<file path="src/rtl/cp0_exc_ctrl_if.sv">
// M-stage to CP0 exception controller bundle: pipeline-side controls in,
// redirect request and CP0 read data out.
interface cp0_exc_ctrl_if;
    logic [5:0]  ExcCodeM;
    logic [31:0] PCM;
    logic        BDM;
    logic        EretM;
    logic        CP0WeM;
    logic [4:0]  CP0AddrM;
    logic [31:0] CP0WDM;
    logic [5:0]  HWInt;
    logic [31:0] CP0RD;
    logic [31:0] EPCOut;
    logic        Req;
    logic [31:0] NPC;

    modport master (
        output ExcCodeM, PCM, BDM, EretM, CP0WeM, CP0AddrM, CP0WDM, HWInt,
        input  CP0RD, EPCOut, Req, NPC
    );

    modport slave (
        input  ExcCodeM, PCM, BDM, EretM, CP0WeM, CP0AddrM, CP0WDM, HWInt,
        output CP0RD, EPCOut, Req, NPC
    );
endinterface

</file>
<file path="src/rtl/cp0_exc_ctrl.sv">
// CP0 exception controller: SR/Cause/EPC/PRId, redirect decision for
// interrupts, exceptions and eret, plus a one-cycle bubble after each redirect.
module cp0_exc_ctrl #(
    parameter logic [31:0] HANDLER_PC = 32'h0000_4180,
    parameter logic [31:0] PRID       = 32'h2024_1127
) (
    input  logic             clk,
    input  logic             reset,
    cp0_exc_ctrl_if.slave    bus
);
    typedef enum logic {IDLE, BUBBLE} state_t;

    localparam logic [4:0] ADDR_SR    = 5'd12;
    localparam logic [4:0] ADDR_CAUSE = 5'd13;
    localparam logic [4:0] ADDR_EPC   = 5'd14;
    localparam logic [4:0] ADDR_PRID  = 5'd15;

    state_t      state, state_next;
    logic [5:0]  im;
    logic        exl;
    logic        ie;
    logic        bd;
    logic [5:0]  ip;
    logic [4:0]  exc_code;
    logic [31:0] epc;

    logic        int_req;
    logic        exc_req;
    logic        take_trap;
    logic        do_eret;
    logic        do_mtc0;
    logic [31:0] sr;
    logic [31:0] cause;

    assign sr      = {16'b0, im, 8'b0, exl, ie};
    assign cause   = {bd, 15'b0, ip, 3'b0, exc_code, 2'b0};
    assign int_req = (|(bus.HWInt & im)) & ie & ~exl;
    assign exc_req = bus.ExcCodeM[5] & ~exl;

    // NOTE: every output of a combinational block gets a default first so no
    // path through the case leaves a signal unassigned and infers a latch.
    always_comb begin
        state_next = state;
        bus.Req    = 1'b0;
        bus.NPC    = HANDLER_PC;
        take_trap  = 1'b0;
        do_eret    = 1'b0;
        do_mtc0    = 1'b0;
        case (state)
            IDLE: begin
                if (int_req || exc_req) begin
                    bus.Req    = 1'b1;
                    take_trap  = 1'b1;
                    state_next = BUBBLE;
                end else if (bus.EretM) begin
                    bus.Req    = 1'b1;
                    bus.NPC    = epc;
                    do_eret    = 1'b1;
                    state_next = BUBBLE;
                end else if (bus.CP0WeM) begin
                    do_mtc0    = 1'b1;
                end
            end
            // The M slot holds the flushed instruction, so nothing acts here.
            BUBBLE:  state_next = IDLE;
            default: state_next = IDLE;
        endcase
        if (!reset) begin
            bus.Req = 1'b0;
        end
    end

    // NOTE: state registers use non-blocking assignments so every flop samples
    // pre-edge values regardless of statement order.
    always_ff @(posedge clk) begin
        if (!reset) begin
            state    <= IDLE;
            im       <= '0;
            exl      <= 1'b0;
            ie       <= 1'b0;
            bd       <= 1'b0;
            ip       <= '0;
            exc_code <= '0;
            epc      <= '0;
        end else begin
            state <= state_next;
            ip    <= bus.HWInt;
            if (take_trap) begin
                exl      <= 1'b1;
                epc      <= bus.BDM ? bus.PCM - 32'd4 : bus.PCM;
                bd       <= bus.BDM;
                exc_code <= int_req ? 5'd0 : bus.ExcCodeM[4:0];
            end else if (do_eret) begin
                exl <= 1'b0;
            end else if (do_mtc0) begin
                if (bus.CP0AddrM == ADDR_SR) begin
                    im  <= bus.CP0WDM[15:10];
                    exl <= bus.CP0WDM[1];
                    ie  <= bus.CP0WDM[0];
                end else if (bus.CP0AddrM == ADDR_EPC) begin
                    epc <= bus.CP0WDM;
                end
            end
        end
    end

    always_comb begin
        case (bus.CP0AddrM)
            ADDR_SR:    bus.CP0RD = sr;
            ADDR_CAUSE: bus.CP0RD = cause;
            ADDR_EPC:   bus.CP0RD = epc;
            ADDR_PRID:  bus.CP0RD = PRID;
            default:    bus.CP0RD = 32'h0;
        endcase
    end

    assign bus.EPCOut = epc;
endmodule
</file>
<file path="src/flat_wrapper.sv">
// flat-port wrapper written by rule: the top's interface ports become plain ports
module cp0_exc_ctrl_flat 
#(
    parameter logic [31:0] HANDLER_PC = 32'h0000_4180,
    parameter logic [31:0] PRID       = 32'h2024_1127
)
  (clk, reset, bus_ExcCodeM, bus_PCM, bus_BDM, bus_EretM, bus_CP0WeM, bus_CP0AddrM, bus_CP0WDM, bus_HWInt, bus_CP0RD, bus_EPCOut, bus_Req, bus_NPC);
  cp0_exc_ctrl_if bus_i ();
  input  logic clk;
  input  logic reset;
  input wire logic [$bits(bus_i.ExcCodeM)-1:0] bus_ExcCodeM;
  input wire logic [$bits(bus_i.PCM)-1:0] bus_PCM;
  input wire logic [$bits(bus_i.BDM)-1:0] bus_BDM;
  input wire logic [$bits(bus_i.EretM)-1:0] bus_EretM;
  input wire logic [$bits(bus_i.CP0WeM)-1:0] bus_CP0WeM;
  input wire logic [$bits(bus_i.CP0AddrM)-1:0] bus_CP0AddrM;
  input wire logic [$bits(bus_i.CP0WDM)-1:0] bus_CP0WDM;
  input wire logic [$bits(bus_i.HWInt)-1:0] bus_HWInt;
  output wire logic [$bits(bus_i.CP0RD)-1:0] bus_CP0RD;
  output wire logic [$bits(bus_i.EPCOut)-1:0] bus_EPCOut;
  output wire logic [$bits(bus_i.Req)-1:0] bus_Req;
  output wire logic [$bits(bus_i.NPC)-1:0] bus_NPC;
  assign bus_i.ExcCodeM = bus_ExcCodeM;
  assign bus_i.PCM = bus_PCM;
  assign bus_i.BDM = bus_BDM;
  assign bus_i.EretM = bus_EretM;
  assign bus_i.CP0WeM = bus_CP0WeM;
  assign bus_i.CP0AddrM = bus_CP0AddrM;
  assign bus_i.CP0WDM = bus_CP0WDM;
  assign bus_i.HWInt = bus_HWInt;
  assign bus_CP0RD = bus_i.CP0RD;
  assign bus_EPCOut = bus_i.EPCOut;
  assign bus_Req = bus_i.Req;
  assign bus_NPC = bus_i.NPC;
  cp0_exc_ctrl #(.HANDLER_PC(HANDLER_PC), .PRID(PRID)) u_core (.clk(clk), .reset(reset), .bus(bus_i));
endmodule
</file>
<file path="config.mk">
export PLATFORM = sky130hd
export DESIGN_NAME = cp0_exc_ctrl_flat
export DESIGN_NICKNAME = d
export VERILOG_FILES = /design/src/rtl/cp0_exc_ctrl_if.sv /design/src/rtl/cp0_exc_ctrl.sv /design/src/flat_wrapper.sv
export SDC_FILE = /design/constraint.sdc
export NUM_CORES = 1
export LEC_CHECK = 0
export ABC_AREA = 1
export ABC_CLOCK_PERIOD_IN_PS = 2550
export CAP_MARGIN = 20
export CORE_MARGIN = 5
export CORE_UTILIZATION = 42
export DETAILED_ROUTE_END_ITERATION = 6
export PLACE_DENSITY = 0.92
export RECOVER_POWER = 100
export SETUP_SLACK_MARGIN = 0.2
export SYNTH_ARGS = -nofsm -noshare
export SYNTH_HDL_FRONTEND = slang
export SYNTH_SLANG_ARGS = --single-unit
</file>
<file path="constraint.sdc">
create_clock -name clk -period 2.55 [get_ports clk]
set_input_delay 0.6375 -clock clk [delete_from_list [all_inputs] [get_ports clk]]
set_output_delay 0.6375 -clock clk [all_outputs]
set_load 0.02 [all_outputs]
</file>
After elaboration in Yosys (flattened, before gate mapping)
Index checks and enable logic that the tools add are counted.

operators by class
  add/sub/neg operators = 1
  eq/ne operators = 6
  muxes and demuxes = 28
  bitwise gates (word level) = 8
  reductions and logical operators = 9

operators with widths
  cell                     number
  $mux W32                 9
  $pmux W32 S4             1
  $sub A32 B3 Y32 const B  1
  $eq A5 B4 Y1 const B     4
  $mux W1                  16
  $reduce_and A4 Y1        2
  $and A6 B6 Y6            1
  $reduce_bool A3 Y1       2
  $reduce_or A6 Y1         1
  $mux W5                  1
  $ne A2 B1 Y1 const B     2
  $not A1 Y1               4
  $reduce_bool A2 Y1       2
  $and A1 B1 Y1            3
  $pmux W1 S2              1
  $reduce_and A2 Y1        1
  $logic_or A1 B1 Y1       1

storage, ports and cells
  register bits = 53
  input port bits = 86

Logic depth before layout (Yosys ltp)
  depth after elaboration = 10
  mapped depth = 14
  gate-level depth less buffers = 14

Worst setup path before layout
Ideal clock, no wire load.

  path type = in2out
  start = input bus_CP0AddrM[1]
  end = output bus_CP0RD[31]
  arrival = 1,923 ps
  data required time = 1,913 ps
  setup slack = -10 ps
  stages on the path = 7
  cell sequence = inv_1 nor2_2 nand3_2 nor2_4 clkinv_1 clkbuf_1 o21ai_0

on the way
  word-level cells in the longest chain between the ends = 2
  elaborated cells on any way between the ends = 5
  classes of those cells = eq/ne (4); mux (1)

ends and longest elaborated chain
  element             RTL line             text
  start: declaration  flat_wrapper.sv:16   input wire logic [$bits(bus_i.CP0AddrM)-1:0] bus_CP0AddrM;
  $eq A5 B4 Y1        cp0_exc_ctrl.sv:108  case (bus.CP0AddrM)
  $pmux W32 S4 *      cp0_exc_ctrl.sv:108
  end: declaration    flat_wrapper.sv:19   output wire logic [$bits(bus_i.CP0RD)-1:0] bus_CP0RD;

Every way passes the cells marked *; elsewhere a longest branch is shown, timed or not.

Final worst setup path
  start = input bus_HWInt[4]
  end = output bus_NPC[12]

on the way
  word-level cells in the longest chain between the ends = 7

ends and longest elaborated chain
  element                      RTL line            text
  start: declaration           flat_wrapper.sv:18  input wire logic [$bits(bus_i.HWInt)-1:0] bus_HWInt;
  $and A6 B6 Y6                cp0_exc_ctrl.sv:37  assign int_req = (|(bus.HWInt & im)) & ie & ~exl;
  $reduce_or A6 Y1             cp0_exc_ctrl.sv:37
  $and A1 B1 Y1 (2 in series)  cp0_exc_ctrl.sv:37
  $logic_or A1 B1 Y1           cp0_exc_ctrl.sv:51  if (int_req || exc_req) begin
  $mux W32                     cp0_exc_ctrl.sv:51
  $mux W32                     cp0_exc_ctrl.sv:49  case (state)
  end: declaration             flat_wrapper.sv:22  output wire logic [$bits(bus_i.NPC)-1:0] bus_NPC;

Every way passes these cells.

==> flow_summary.ini <==
[critical_path]
cp.depth = 11
arrival_ps = 1920
crit_family = simple AND/OR/NAND/NOR gates
critical_path.cell_chain = buf_6, nand2_4, nand2_4, nor2_4, nand2_2, nand2_4, nand4_1, buf_4, clkbuf_16, nor2_2, buf_4
critical_path.most_common_cell = nand2_4
rr_worst_depth = 15
worstReg2RegStart = u_core.im[2]
cp_max_fo = 5
cpPeakStageDelay_ps = 190
reg2reg_setup_slack_ps = 200
crit_path_end_kind = primary output
crit_required_ps = 1910
cp_num_buf_inv = 4
regToRegEndpoint = u_core.bus.EPCOut[13]
cp-endpoint = bus_NPC[12]
startpoint = bus_HWInt[4]
slowest_stage = buf_4
start_kind = primary input
crit_type = primary input to primary output

[synth]
synth_area_per_cell_um2 = 5.77
synth-adder-area-share_pct = 0.323
ys_types = 33
synth_edf_count = 0
synth_xor_area_share_pct = 2.03
synth_compound_area_share_pct = 13.2
synth_ff_type = dfxtp_1
synth_top_family_by_area = simple AND/OR/NAND/NOR gates
synth_fp_nets = 759
synth_seq_cells = 53
netlist_instances = 672
synth_mux_area_share_pct = 0
synth_simple_gate_area_share_pct = 42.9
ys_async_sr_fraction_pct = 0
synth_seq_area_share_pct = 27.4
synth_warnings = 0
synth_area_mm2 = 0.00388

[status]
outcome = complete, but fails checks
violations = negative setup slack

[global_route]
antenna_found_initial = 1
grt.total_usage_pct = 29.8
grt_max_degree = 48
grt_pass1_wl_um = 26700
overflow = 0
grt_pass1_vias = 5190

[drt]
vias = 5863
avgViaCountPerCell = 5.75
drt_iter0_drc = 589
detail_route.first_pass.iterations = 5
drc = 0
wl_per_cell_um = 20.2
wl_um = 20600
antenna_left = 0

[die]
dieArea_mm2 = 0.0113
die_w_um = 106
core-area_mm2 = 0.00911
io_pins = 183
start_util_pct = 42.6
rows = 35
die_y_um = 106

[sta]
min_period_ps = 2560
fmax_mhz = 391
skew_ps = 8.69
worst_slew_pin_slew_ps = 904
hold_slack_ps = 510
slew_headroom_pct = 39.7
layout_setup_ws_ps = -9.53
slew_violations = 0
hold_violations = 0
rsz0062_at_grt = yes
setup_viol = 1
period_share_pct = 100

[place]
pre_cts_ws_ps = -800
dpl_cell_area_mm2 = 0.00609
dp_hpwl_um = 11900
port_buffers = 182
dpl.cell_count = 983
place_congestion = 0.946

[final_layout]
finalInstanceArea_mm2 = 0.00701
area_growth_pct = 80.8
final_util_pct = 77.0
drive_above_1_share_pct = 25.4
nNetsFinal = 994
fin_cells = 1020

[cts]
cts_max_path_buffers = 2
cts-buffers-inserted = 5
clk_pin_slew_ps = 100
clock_sinks = 53
h-tree-depth = 2
cts-root-buf = clkbuf_8
tritoncts = done
cts_hold_buf = 0
insertion_delay_ps = 310

[pwr]
p_per_area_mw_per_mm2 = 394
switchingPower_mw = 1.04
pwr-share-comb_pct = 43.6
seq_power_share_pct = 35.1
intPower_mw = 1.72
clockPowerShare_pct = 21.4
p_leak_nw = 3.14
switching_share_pct = 37.6
ir_drop_uv = 267

[hold_path]
hold_path_class = flip-flop to flip-flop

[job]
max_cap_viol_count = 0
-- stage by stage --
step / power (mW) / setup TNS, ps
3_5_place_dp: 1.94 / -45410
3_3_place_gp: 1.93 / -42530
5_1_grt: 2.86 / -102
4_1_cts: 2.61 / 0
6_report: 2.76 / -9.53
2_1_floorplan: 1.45 / 0
-- cells in the mapped netlist, types with 3 or more instances --
cell,count,area [µm²]
xor2_1,7,61.3
o21ai_0,39,195
nand2_1,144,541
o21bai_1,3,22.5
inv_1,98,368
o21ai_1,17,85.1
buf_2,4,20.0
buf_6,7,78.8
nand3_1,65,325
nor2_4,3,33.8
dfxtp_1,53,1060
clkbuf_1,11,41.3
o221ai_1,8,70.1
buf_4,3,22.5
nor2_1,148,556
a21oi_1,23,115
nand4_1,14,87.6
-- power groups by stage --
stage	logic [mW]	clock network (mW)	registers [mW]
2_1_floorplan	0.421	0	1.03
3_3_place_gp	0.958	0	0.969
3_5_place_dp	0.969	0	0.973
4_1_cts	1.07	0.591	0.955
5_1_grt	1.27	0.620	0.972
6_report	1.20	0.590	0.969
-- what timing repair did --
action	CTS	global route
pin swaps	18	13
setup endpoints to repair	85	61
gates resized for setup	443	107
gates cloned	5	2
setup buffers	15	6
-- kinds of logic (layout without fill, tap and decap cells) --
family                   after synthesis  count (layout)
AO/OA/AOI/OAI                         93              93
AND/OR/NAND/NOR                      388             388
other                                  0               1
adder cells (fa/ha/maj)                1               1
buffers and inverters                128             364
flip-flops                            53              53
XOR/XNOR                               9               9
-- per-layer routing --
metal | share of wire, % | up-vias | GRT usage, %
met1 | 34 | 2644 | 35.3
li1 | - | 2597 | -
met5 | 0 | - | 0
met3 | 10 | 140 | 4.55
met4 | 6.9 | 0 | 13.6
met2 | 48 | 482 | 52.7
-- sequential cells by signal, indices dropped and copies added, names as in the netlist --
| signal | flops |
|---|---|
| u_core.bus.EPCOut | 32 |
| u_core.exc_code | 5 |
| u_core.exl | 1 |
| u_core.bd | 1 |
| u_core.ip | 6 |
| u_core.ie | 1 |
| u_core.state | 1 |
| u_core.im | 6 |
-- worst min-delay path, delay by kind of cell (launching register included) --
family           cells  cell delay, ps
flip-flops           1             340
AND/OR/NAND/NOR      1              70
AO/OA/AOI/OAI        1              60
-- cell usage in the layout, fill, tap and decap left out, types with 3 or more instances in the layout --
cell and n:
a21oi_1 23, buf_12 8, buf_2 5, buf_4 62, buf_6 56, buf_8 6
clkbuf_8 5, clkdlybuf4s50_1 97, clkinv_8 3, dfxtp_1 53, dlygate4sd2_1 6, dlygate4sd3_1 7
inv_1 94, inv_2 4, nand2_1 135, nand2_2 3, nand2_4 10, nand3_1 65
nand4_1 14, nor2_1 107, nor2_2 12, nor2_4 34, o21ai_0 34, o21ai_1 22
o221ai_2 4, o221ai_4 3, xor2_1 7
-- worst min path at each step --
stage | startpoint | end | slack, ps | cells after the start
4_1_cts | u_core.exc_code[2] | u_core.exc_code[2] | 480 | 2
2_1_floorplan | u_core.im[1] | u_core.im[1] | 440 | 2
5_1_grt | bus_HWInt[3] | u_core.ip[3] | 520 | 3
3_3_place_gp | u_core.exc_code[3] | u_core.exc_code[3] | 450 | 2
3_5_place_dp | u_core.exc_code[2] | u_core.exc_code[2] | 460 | 2
6_report | u_core.exc_code[4] | u_core.exc_code[4] | 510 | 2
-- final cells by class --
type,count,area [µm²]
clock inverter,3,46.3
antenna,1,2.50
tap,111,139
clock buffer,5,68.8
multi-input combinational,491,2700
timing repair inverter,3,43.8
inverter,101,399
fill,575,2100
timing repair buffer,252,2550
sequential,53,1060
(Power assumes the default switching activity.)
